==> src/rtl/ex_mem_fwd_stage_pkg.sv <==
// ex_mem_pkg: shared types and widths for the EX/MEM forwarding stage.
//   XLEN     datapath width (results, store data, forward value)
//   REG_AW   register-index width
//   ex_mem_t contents of the EX/MEM pipeline register
//   lu_state_e load-use bubble FSM states
package ex_mem_pkg;

   localparam int XLEN   = 32;
   localparam int REG_AW = 5;

   typedef struct packed {
      logic              valid;
      logic [XLEN-1:0]   alu_result;
      logic [XLEN-1:0]   store_data;
      logic [REG_AW-1:0] rd;
      logic              reg_write;
      logic              mem_read;
      logic              mem_write;
      logic [2:0]        funct3;
   } ex_mem_t;

   typedef enum logic {
      IDLE   = 1'b0,
      BUBBLE = 1'b1
   } lu_state_e;

endpackage

==> src/rtl/ex_mem_fwd_detect.sv <==
// ex_mem_fwd_detect: pure comparator deciding whether the instruction in MEM
// produces a register that the instruction in EX reads.
//   mem_valid, mem_reg_write, mem_rd : registered MEM-stage producer info
//   ex_rs1, ex_rs2                   : sources of the EX-stage consumer
//   hit_a, hit_b                     : rs1 / rs2 match a live, non-x0 producer
module ex_mem_fwd_detect
   import ex_mem_pkg::*;
(
   input  logic              mem_valid,
   input  logic              mem_reg_write,
   input  logic [REG_AW-1:0] mem_rd,
   input  logic [REG_AW-1:0] ex_rs1,
   input  logic [REG_AW-1:0] ex_rs2,
   output logic              hit_a,
   output logic              hit_b
);

   // x0 is hardwired zero, so a write to it must never be forwarded.
   logic src_live;
   assign src_live = mem_valid & mem_reg_write & (mem_rd != '0);

   assign hit_a = src_live & (mem_rd == ex_rs1);
   assign hit_b = src_live & (mem_rd == ex_rs2);

endmodule

==> src/rtl/ex_mem_fwd_stage.sv <==
// ex_mem_fwd_stage: EX/MEM pipeline register with operand-forward detection.
// Captures the EX result each cycle (1-cycle latency), exposes it as
// forward_ex_mem, raises per-operand forward selects for the instruction
// now in EX, and counts (saturating) the cycles in which any select fires.
// Optional feature macro: EX_MEM_LOAD_STALL_EN
//   defined   - a load in MEM never forwards; a dependent EX instruction gets
//               a one-cycle load_use_stall_o and a bubble is put into MEM.
//   undefined - loads forward their registered address like any result.
// Ports:
//   clk, rst_n             clock, async active-low reset
//   ex_*_i                 EX-stage instruction fields
//   stall_i / flush_i      hold / kill the register (flush wins)
//   mem_*_o                registered MEM-stage fields
//   forward_ex_mem         forwarding value (= mem_alu_result_o)
//   fwd_a_sel_o/fwd_b_sel_o EX rs1/rs2 take forward_ex_mem
//   load_use_stall_o       hold IF/ID/EX for one cycle
//   fwd_hit_cnt_o          saturating forward-hit counter
module ex_mem_fwd_stage
   import ex_mem_pkg::*;
#(
   parameter int CNT_W = 16
) (
   input  logic              clk,
   input  logic              rst_n,
   input  logic              ex_valid_i,
   input  logic [XLEN-1:0]   ex_alu_result_i,
   input  logic [XLEN-1:0]   ex_store_data_i,
   input  logic [REG_AW-1:0] ex_rd_i,
   input  logic [REG_AW-1:0] ex_rs1_i,
   input  logic [REG_AW-1:0] ex_rs2_i,
   input  logic              ex_reg_write_i,
   input  logic              ex_mem_read_i,
   input  logic              ex_mem_write_i,
   input  logic [2:0]        ex_funct3_i,
   input  logic              stall_i,
   input  logic              flush_i,
   output logic              mem_valid_o,
   output logic [XLEN-1:0]   mem_alu_result_o,
   output logic [XLEN-1:0]   mem_store_data_o,
   output logic [REG_AW-1:0] mem_rd_o,
   output logic              mem_reg_write_o,
   output logic              mem_mem_read_o,
   output logic              mem_mem_write_o,
   output logic [2:0]        mem_funct3_o,
   output logic [XLEN-1:0]   forward_ex_mem,
   output logic              fwd_a_sel_o,
   output logic              fwd_b_sel_o,
   output logic              load_use_stall_o,
   output logic [CNT_W-1:0]  fwd_hit_cnt_o
);

   ex_mem_t    mem_q;
   ex_mem_t    ex_d;
   logic       hit_a, hit_b;
   logic       bubble;
   logic [CNT_W-1:0] cnt_q;

   // Controls are qualified with valid so an invalid slot can never write.
   always_comb begin
      ex_d            = '0;
      ex_d.valid      = ex_valid_i;
      ex_d.alu_result = ex_alu_result_i;
      ex_d.store_data = ex_store_data_i;
      ex_d.rd         = ex_rd_i;
      ex_d.reg_write  = ex_reg_write_i & ex_valid_i;
      ex_d.mem_read   = ex_mem_read_i  & ex_valid_i;
      ex_d.mem_write  = ex_mem_write_i & ex_valid_i;
      ex_d.funct3     = ex_funct3_i;
   end

   ex_mem_fwd_detect u_detect (
      .mem_valid     (mem_q.valid),
      .mem_reg_write (mem_q.reg_write),
      .mem_rd        (mem_q.rd),
      .ex_rs1        (ex_rs1_i),
      .ex_rs2        (ex_rs2_i),
      .hit_a         (hit_a),
      .hit_b         (hit_b)
   );

`ifdef EX_MEM_LOAD_STALL_EN
   lu_state_e state_q, state_d;
   logic      load_hit;

   // Load data only exists after MEM, so a load here is never a forward source.
   assign load_hit    = (hit_a | hit_b) & mem_q.mem_read & ~stall_i & ~flush_i;
   assign fwd_a_sel_o = hit_a & ~mem_q.mem_read;
   assign fwd_b_sel_o = hit_b & ~mem_q.mem_read;

   always_ff @(posedge clk or negedge rst_n) begin
      if (!rst_n) state_q <= IDLE;
      else        state_q <= state_d;
   end

   // BUBBLE always returns: the load has moved on and forwards from MEM/WB.
   always_comb begin
      state_d          = state_q;
      load_use_stall_o = 1'b0;
      case (state_q)
         IDLE: begin
            if (load_hit) begin
               load_use_stall_o = 1'b1;
               state_d          = BUBBLE;
            end
         end
         BUBBLE:  state_d = IDLE;
         default: state_d = IDLE;
      endcase
   end

   assign bubble = load_use_stall_o;
`else
   assign fwd_a_sel_o      = hit_a;
   assign fwd_b_sel_o      = hit_b;
   assign load_use_stall_o = 1'b0;
   assign bubble           = 1'b0;
`endif

   // Flush beats stall; bubbles and flushes keep the data but drop the controls.
   always_ff @(posedge clk or negedge rst_n) begin
      if (!rst_n) begin
         mem_q <= '0;
      end else if (flush_i || (!stall_i && bubble)) begin
         mem_q.valid     <= 1'b0;
         mem_q.reg_write <= 1'b0;
         mem_q.mem_read  <= 1'b0;
         mem_q.mem_write <= 1'b0;
      end else if (!stall_i) begin
         mem_q <= ex_d;
      end
   end

   always_ff @(posedge clk or negedge rst_n) begin
      if (!rst_n)
         cnt_q <= '0;
      else if ((fwd_a_sel_o | fwd_b_sel_o) && !stall_i && !(&cnt_q))
         cnt_q <= cnt_q + 1'b1;
   end

   assign mem_valid_o      = mem_q.valid;
   assign mem_alu_result_o = mem_q.alu_result;
   assign mem_store_data_o = mem_q.store_data;
   assign mem_rd_o         = mem_q.rd;
   assign mem_reg_write_o  = mem_q.reg_write;
   assign mem_mem_read_o   = mem_q.mem_read;
   assign mem_mem_write_o  = mem_q.mem_write;
   assign mem_funct3_o     = mem_q.funct3;
   assign forward_ex_mem   = mem_q.alu_result;
   assign fwd_hit_cnt_o    = cnt_q;

endmodule

==> config.mk <==
export PLATFORM = sky130hd
export DESIGN_NAME = ex_mem_fwd_stage
export DESIGN_NICKNAME = d
export VERILOG_FILES = /design/src/rtl/ex_mem_fwd_stage_pkg.sv /design/src/rtl/ex_mem_fwd_detect.sv /design/src/rtl/ex_mem_fwd_stage.sv
export SDC_FILE = /design/constraint.sdc
export NUM_CORES = 1
export LEC_CHECK = 0
export CAP_MARGIN = 40
export CORE_MARGIN = 2
export CORE_UTILIZATION = 39
export CTS_CLUSTER_DIAMETER = 100
export DETAILED_ROUTE_END_ITERATION = 6
export GPL_TIMING_DRIVEN = 0
export PLACE_DENSITY_LB_ADDON = 0.12
export SYNTH_ARGS = -nofsm -noshare
export SYNTH_HDL_FRONTEND = slang
export SYNTH_HIERARCHICAL = 1
export SYNTH_SLANG_ARGS = --single-unit
==> constraint.sdc <==
create_clock -name clk -period 3 [get_ports clk]
set_clock_uncertainty 0.2 [all_clocks]
set_input_delay 0.45 -clock clk [delete_from_list [all_inputs] [get_ports clk]]
set_output_delay 0.45 -clock clk [all_outputs]
set_load 0.02 [all_outputs]
---- Word level (Yosys, flattened, before mapping) ----
Cells that the tools add are included.
W data, S select, Z words.
word-level totals
  output and inout bits ................... 127
  flip-flop bits (word level) ............. 92
  input bits .............................. 90
cells by class
  muxes and demuxes ....................... 3
  reduce and logical (&&, ||, !) cells .... 7
  bitwise gates (word level) .............. 10
  equal/unequal tests ..................... 3
  $add $sub $neg .......................... 1
operator list
  cell                     count
  $mux W76                 1
  $add A16 B1 Y16 const B  1
  $reduce_and A16 Y1       1
  $eq A5 B5 Y1             2
  $and A1 B1 Y1            7
  $reduce_bool A5 Y1       1
  $mux W3                  1
  $logic_and A1 B1 Y1      2
  $logic_not A1 Y1         2
  $ne A2 B1 Y1 const B     1
  $not A1 Y1               2
  $reduce_and A2 Y1        1
  $mux W1                  1
  $or A1 B1 Y1             1

---- Longest topological paths before layout ----
Gate-level depths: netlist (run 1).
  word-level depth ........................ 6
  gate-level depth with buffers ........... 7
  gate-level depth less buffers ........... 7

---- Modules after synthesis ----
The synthesis (run 1) kept the hierarchy.
modules (own cells, without submodules)
  module             cells each  seq. area each (um^2)  area each (um^2)  times used
  ex_mem_fwd_stage   274         2302.2                 3875.0            1
  ex_mem_fwd_detect  16          0.0                    130.1             1

---- Worst setup path before layout (run 1) ----
OpenSTA, ideal clock, no wires.
  path kind ............................... register -> register
  start point ............................. register mem_q, in the netlist mem_rd_o[4]
  end point ............................... register cnt_q[10] (netlist: fwd_hit_cnt_o[10])
  slack ................................... -0.059 ns
  period minus slack after synthesis ...... 3.059 ns
  arrival time ............................ 2.734 ns
  setup time .............................. 0.125 ns
  cell stages (with the launch flop) ...... 8
  path buffers ............................ 0
  data required time ...................... 2.675 ns
  cell sequence ........................... dfrtp_1 or4_1 o211ai_2 nor4_1 o21bai_4 nor2_1 and4_1 mux2_2
between the ends
  word-level cells in the longest chain between the ends .. 6
RTL lines
  element                               RTL line                 source
  from (decl)                           ex_mem_fwd_stage.sv:52   ex_mem_t mem_q;
  $reduce_bool A5 Y1                    ex_mem_fwd_detect.sv:20  assign src_live = mem_valid & mem_reg_write & (mem_rd != '0);
  $and A1 B1 Y1                         ex_mem_fwd_detect.sv:20
  $and A1 B1 Y1 (*)                     ex_mem_fwd_detect.sv:23  assign hit_b = src_live & (mem_rd == ex_rs2);
  named net fwd_b_sel_o                 ex_mem_fwd_stage.sv:47   output logic fwd_b_sel_o,
  $or A1 B1 Y1 (*)                      ex_mem_fwd_stage.sv:136  else if ((fwd_a_sel_o | fwd_b_sel_o) && !stall_i && !(&cnt_q))
  $logic_and A1 B1 Y1 (*) (2 in a row)  ex_mem_fwd_stage.sv:136
  to (signal assigned)                  ex_mem_fwd_stage.sv:137  cnt_q <= cnt_q + 1'b1;
  to (decl)                             ex_mem_fwd_stage.sv:56   logic [CNT_W-1:0] cnt_q;
Mark *: on every way through the listed nets, which the timed path passes. The rest lies on a longest branch.
A chain may end at the register's enable or synchronous reset.

---- Worst setup path in the final report (run 1) ----
  start point ............................. register mem_q, in the netlist mem_rd_o[3]
  end point ............................... output fwd_b_sel_o
between the ends
  word-level cells in the longest chain between the ends .. 3
RTL lines
  element             RTL line
  $reduce_bool A5 Y1  ex_mem_fwd_detect.sv:20
  $and A1 B1 Y1       ex_mem_fwd_detect.sv:20
  $and A1 B1 Y1 (*)   ex_mem_fwd_detect.sv:23
  to (decl)           ex_mem_fwd_stage.sv:47
Every way passes the cells marked *; elsewhere a longest branch is shown, timed or not.

==> results of run 1 <==
==> layer usage <==
layer	GRT usage [%]	routed length, um	up-vias
met5	0	0	-
met4	7.333	202	0
met3	7.174	983	16
met2	33.32	5375	141
met1	24.19	4188	1496
li1	-	-	1432
==> power by group <==
| group | switching [mW] | internal (mW) | total (mW) |
|---|---|---|---|
| Combinational | 0.498 | 0.671 | 1.17 |
| Clock | 0.432 | 0.463 | 0.895 |
| Sequential | 0.108 | 1.39 | 1.50 |
| Total | 1.04 | 2.52 | 3.56 |
==> cells in the final DEF (no fill, tap or decap), types with 2 or more instances in the layout <==
cell type        Yosys  routed
clkinv_2             0       2
xor2_1              11      11
nand2_1              5       5
xnor2_1             10      10
dfrtp_1             92      92
nor3_1               3       3
a211oi_1             2       2
nor4_2               0       2
and3_1               2       2
dlygate4sd2_1        0       2
nand4_1              6       6
nor2_1              12      12
a22oi_1              2       2
buf_2                7       7
a31oi_1              2       2
clkbuf_8             0       9
clkdlybuf4s50_1      0     211
a21oi_1              4       4
bufinv_16            0       2
mux2_2              75      75
nand3_1              6       6
nand3b_1             2       2
buf_4               33      34
==> worst max-delay path: cells and delay by family (launching register included) <==
kind            cells  cell delay, ns
compound gates      1            0.22
buf+inv             1            0.35
simple gates        2            0.70
flops               1            0.45
==> sequential cells by signal, indices dropped and copies added, names as in the netlist <==
name and cells:
forward_ex_mem 32, fwd_hit_cnt_o 16, mem_funct3_o 3, mem_mem_read_o 1
mem_mem_write_o 1, mem_rd_o 5, mem_reg_write_o 1, mem_store_data_o 32
mem_valid_o 1
==> cells by family (layout without fill, tap and decap cells) <==
family,count (synthesis),in the layout,share of synthesized area (%)
flops,92,92,57.48
mux,75,75,21.09
simple gates,46,46,6.623
buf+inv,41,272,7.341
xor+xnor,21,21,4.592
compound gates,13,13,2.468
fa+ha+maj,1,1,0.3124
other cells,1,1,0.09363
==> through the flow <==
| stage | area [um2] | total power [mW] | cells | utilization (%) |
|---|---|---|---|---|
| floorplan | 4018 | 2.061 | 290 | - |
| global placement | 6326 | 2.673 | 637 | 64.13 |
| detailed placement | 6351 | 2.701 | 638 | 64.38 |
| CTS | 6564 | 3.604 | 654 | 66.54 |
| global route | 6564 | 3.719 | 654 | 66.54 |
| finish | 6564 | 3.558 | 654 | 66.54 |
==> final timing paths <==
kind,start,endpoint,cells past startpoint
setup / recovery,mem_rd_o[3],fwd_b_sel_o,4
hold / removal,stall_i,mem_valid_o,3
setup reg to reg,mem_rd_o[4],fwd_hit_cnt_o[10],7
hold reg to reg,mem_store_data_o[31],mem_store_data_o[31],1
max in group asynchronous,rst_n,forward_ex_mem[31],3
min in group asynchronous,rst_n,forward_ex_mem[5],2
==> layout make-up <==
type | count | area [um2] | area share [%]
Sequential cell | 92 | 2302 | 35.07
Timing Repair Buffer | 216 | 2175 | 33.13
Multi-Input combinational cell | 157 | 1421 | 21.65
Buffer | 41 | 294.0 | 4.480
Tap cell | 133 | 166.4 | 2.535
Clock buffer | 10 | 127.6 | 1.944
Clock inverter | 5 | 77.57 | 1.182
==> what timing repair did <==
item | 4_1_cts | 5_1_grt
endpoints found under the hold margin | 34 | 0
gates resized for setup | 2 | 0
endpoints found under the setup margin | 2 | 0
hold buffers | 1 | 0
==> reports/metrics.cfg, run 1 <==
[routing]
post_drt_via_cell_ratio=4.717
num_vias=3085
drtPass1Iterations=4
postRouteWirelength_um=10750
detail_route.wl_per_cell_um=16.44
drcViolationCount=0
detail_route.iter0.violations=96
postRouteAntennaNets=0

[grt]
grt_use_total_pct=20.14
grt_pass1_wl_um=17280
antenna_found_initial=0
gr-total-overflow=0
grt_pass1_vias=3182
grt_max_degree=59

[synthesis]
synth.top_cells.by_count=dfrtp_1, mux2_2, buf_4
synthesized_flop_and_latch_total=92
proportion_of_synthesized_chip_area_in_sequential_cells_pct=57.48
postSynthCellCount=290
syn_avg_cell_area_um2=13.81
post_synth_main_area_contributors=dfrtp_1, mux2_2, buf_4, xor2_1, xnor2_1
syn-num-nets=381
synthDominantAreaCellType=dfrtp_1
synth.cell_area_um2=4005
yosysWarnings=6
async_reset_ff_share_pct=100.0
yosys.area.top_type_share_pct=57.48
post-synth-top-count-cell=dfrtp_1
synth-edff-count=0
ys.flop_type=dfrtp_1
synth.lib_cells_used.distinct=32

[placed_design]
dp.final_hpwl_um=8324
port_buffers=214
finalWeightedCongestion=0.7836
dp_slack_ns=0.001384

[setup_path]
worst_r2r_setup_slack_ns=0.37
crit_path_cell_trace=or4_1 -> o211ai_2 -> nor4_2 -> dlygate4sd2_1
cp_max_fo=5
timing.critical_path.to_type=output port
worstSetupPathType=flop to output port
arrival_time_worst_endpoint_ns=2.08
crit_required_ns=2.35
critPathMaxStageDelay_ns=0.59
setup.worst_path.start_class=flop
timing.critical_path.slowest_stage_cell=or4_1

[clocking]
clockBufferDepth=2
tritoncts.num_buffers=9
cts.sinks=92
clock_insertion_delay_worst_skew_ns=0.36
tritoncts=yes
cts.root.buffer_cell=clkbuf_8
worst_setup_hold_path_clk_slew_ns=0.09
cts-htree-levels=3
number_of_buffers_inserted_by_post_cts_setup_repair=0

[die]
std_cell_rows=36
die_width_um=105.3
ioPinCount=217
core_um2=9864
floorplan.die.height_um=105.3
area_enclosed_by_the_die_boundary_um2=11100
floorplan.initialDensity_pct=40.60

[sta]
finalHoldViolCount=0
fin_tns_setup_ns=0
final.setup.worst_slack_ns=0.2745
setup_viol=0
worst_slew_pin_slew_ns=0.7021
unrepaired_setup_endpoints_after_global_routing=false
max-slew-margin-rel_pct=53.02
drv_slew=0
final_layout_worst_hold_slack_ns=0.1625
fmax_mhz=366.9
min_period_over_period_pct=90.85
post-route-min-period_ns=2.726

[pwr]
worst_ir_drop_vdd_mv=0.2648
power.density_cell_area_nw_per_um2=542.1
power.leakage_nw=2.774

[finish]
fraction_of_layout_cells_with_a_size_suffix_above_1_pct=26.49
num_antenna_cells=0
finish.net_count=608
flow.area_growth_from_synthesis_pct=63.89
filler_cell_count=736

[status]
outcome=finished, final reports clean

[flow_run]
max-cap-violations=0

[hold_path]
hold_path.class=input pin to flop

Power figures use the tool's default switching activity.
==> run 2: changes to the inputs <==
- SYNTH_HIERARCHICAL: 1 -> default
==> run 2 against run 1 <==
Wire length fell by 2.6%; clock power is 4.1% higher; critical endpoint is now fwd_a_sel_o; via count is 1.1% higher; worst hold slack gained 0.14 ns; sequential power is essentially flat; count of clock-buffer cells in the layout rose by 1; non-clock buffer count up 2; power is 1.8% higher; critical path depth did not move; maximum frequency rose by 4.2%.
==> reports/metrics.cfg, run 2 <==
[status]
outcome=finished, final reports clean

[sta]
max-slew-margin-rel_pct=51.20
unrepaired_setup_endpoints_after_global_routing=false
min_period_over_period_pct=87.19
post-route-min-period_ns=2.616
fmax_mhz=382.3
drv_slew=0
fin_tns_setup_ns=0
worst_slew_pin_slew_ns=0.7293
finalHoldViolCount=0
setup_viol=0

[grt]
grt_max_degree=48
gr-total-overflow=0
grt_pass1_vias=3315
grt_use_total_pct=19.18
grt_pass1_wl_um=16670
antenna_found_initial=0

[setup_path]
worstSetupPathType=flop to output port
cp_max_fo=5
timing.critical_path.slowest_stage_cell=or4_1
rr_worst_depth=7
worst_r2r_setup_slack_ns=0.83
critical_path_buf_inv_count=1
cp_top_family=simple AND/OR/NAND/NOR gates
crit_path_cell_trace=or4_1 -> o211ai_4 -> nor4b_1 -> dlymetal6s2s_1
crit-reg2reg-capture=fwd_hit_cnt_o[5]
critPathMaxStageDelay_ns=0.60
critical_path.startpoint=mem_rd_o[0]
arrival_time_worst_endpoint_ns=1.97
crit_required_ns=2.35
reg2reg_from=fwd_hit_cnt_o[0]
timing.critical_path.to_type=output port
setup.worst_path.start_class=flop

[die]
ioPinCount=217
floorplan.initialDensity_pct=39.75
std_cell_rows=37
floorplan.die.height_um=105.9
die_width_um=105.9
area_enclosed_by_the_die_boundary_um2=11210
core_um2=10180

[synthesis]
synth-edff-count=0
yosysWarnings=0
async_reset_ff_share_pct=100.0
synthDominantAreaCellType=dfrtp_1
syn_avg_cell_area_um2=13.50
synthesized_flop_and_latch_total=92
syn-num-nets=391
post_synth_main_area_contributors=dfrtp_1, mux2_2, buf_4, xor2_1, nor3_1
proportion_of_synthesized_chip_area_in_sequential_cells_pct=56.86
post-synth-top-count-cell=dfrtp_1
synth.lib_cells_used.distinct=32
postSynthCellCount=300
synth.top_cells.by_count=dfrtp_1, mux2_2, buf_4
ys.flop_type=dfrtp_1
synth.cell_area_um2=4049
yosys.area.top_type_share_pct=56.86

[pwr]
worst_ir_drop_vdd_mv=0.2951
power.leakage_nw=2.836
power.density_cell_area_nw_per_um2=545.2

[flow_run]
max-cap-violations=0

[routing]
drcViolationCount=0
detail_route.wl_per_cell_um=15.67
postRouteWirelength_um=10470
post_drt_via_cell_ratio=4.669
num_vias=3119
drtPass1Iterations=4
postRouteAntennaNets=0
detail_route.iter0.violations=44

[clocking]
tritoncts=yes
cts-htree-levels=3
clockBufferDepth=2
tritoncts.num_buffers=9
number_of_buffers_inserted_by_post_cts_setup_repair=0
clock_insertion_delay_worst_skew_ns=0.35
worst_setup_hold_path_clk_slew_ns=0.09
cts.root.buffer_cell=clkbuf_8
cts.sinks=92

[finish]
flow.area_growth_from_synthesis_pct=64.00
num_antenna_cells=0
postLayoutCellArea_um2=6640
finish.net_count=618
filler_cell_count=797
layout.cells.most_common=clkdlybuf4s50_1
final-instance-count-excl-fill=668
fraction_of_layout_cells_with_a_size_suffix_above_1_pct=26.32
mostFrequentLayoutCells=clkdlybuf4s50_1, dfrtp_1, mux2_2, buf_4, xor2_1

[placed_design]
port_buffers=214
dp_cells=651
finalWeightedCongestion=0.7843
dp.final_hpwl_um=8032
placement.cell_area_um2=6386

[hold_path]
holdPathStages=1
min_from=fwd_hit_cnt_o[15]
hold_path.class=flop to flop
hold_end=fwd_hit_cnt_o[15]

[run 2: cell types whose count changed after synthesis, moves of 3 or more]
cell | before | now
xnor2_1 | 10 | 0
nor3_1 | 3 | 15
mux2_2 | 75 | 72
xor2_1 | 11 | 25
nand2_1 | 5 | 9
nor2_1 | 12 | 8
[run 2: cell type report]
| cell class | instances | area [um2] | area share, % |
|---|---|---|---|
| timing repair buffer | 216 | 2182 | 32.86 |
| inverter | 1 | 3.754 | 0.05653 |
| clock inverter | 5 | 83.83 | 1.262 |
| multi-input combinational | 164 | 1448 | 21.80 |
| tap | 136 | 170.2 | 2.563 |
| sequential | 92 | 2302 | 34.67 |
| buffer | 43 | 309.0 | 4.654 |
| clock buffer | 11 | 141.4 | 2.129 |
[run 2: timing repair]
item / CTS / global route
cloned: 0 / 0
gates resized for setup: 1 / 3
hold buffers: 1 / 0
endpoints found under the hold margin: 45 / 0
endpoints found under the setup margin: 1 / 2
[run 2: how the worst max path moves through the flow]
stage	to	slack [ns]	cells after the start
after CTS	fwd_a_sel_o	0.009	4
final	fwd_a_sel_o	0.38	4
after detailed placement	fwd_a_sel_o	0.05	5
after floorplan	fwd_a_sel_o	0.67	3
after global routing	fwd_b_sel_o	0.29	4
after global placement	mem_store_data_o[6]	-2.17	1
[run 2: per-stage QoR]
step | power, mW | worst slack [ns] | hold slack, ns | util [%]
after detailed placement | 2.719 | 0.05009 | 0.2939 | 62.70
final | 3.620 | 0.3842 | 0.3070 | 65.20
after floorplan | 2.074 | 0.6716 | -0.04559 | -
after CTS | 3.668 | 0.009384 | 0.3065 | 65.06
after global placement | 2.693 | -2.175 | 0.2888 | 62.46
after global routing | 3.792 | 0.2892 | 0.3295 | 65.20
[run 2: per-layer routing]
metal	global-route usage [%]	wire, um	vias to the layer above
li1	-	-	1469
met1	21.72	3997	1521
met2	33.41	5422	117
met3	6.499	879	12
met4	7.425	167	0
met5	0	0	-
[run 2: logic make-up after synthesis]
logic type,after synthesis,share of synthesized area [%]
flops,92,56.86
mux,73,20.40
simple gates,57,7.602
buf+inv,44,7.725
xor+xnor,25,5.408
compound gates,7,1.607
fa+ha+maj,1,0.3090
other cells,1,0.09262
[run 2: where the power goes]
group          switching [mW]  leakage, nW  internal, mW
logic                   0.506         1.61         0.675
registers               0.119         1.12          1.39
clock network           0.437        0.106         0.496
[run 2: worst reg2reg max path, stage by stage (launching register included)]
cell     delay [ns]
dfrtp_1        0.48
ha_1           0.30
nand2_1        0.08
nor3_1         0.40
a21o_4         0.23
buf_6          0.14
nor4_1         0.07
xor2_1         0.16
==> run 3: changes to the inputs <==
- SKIP_LAST_GASP: default -> 1
==> results of run 3 <==
Final layout, timing and power as in run 2 (identical DEF).
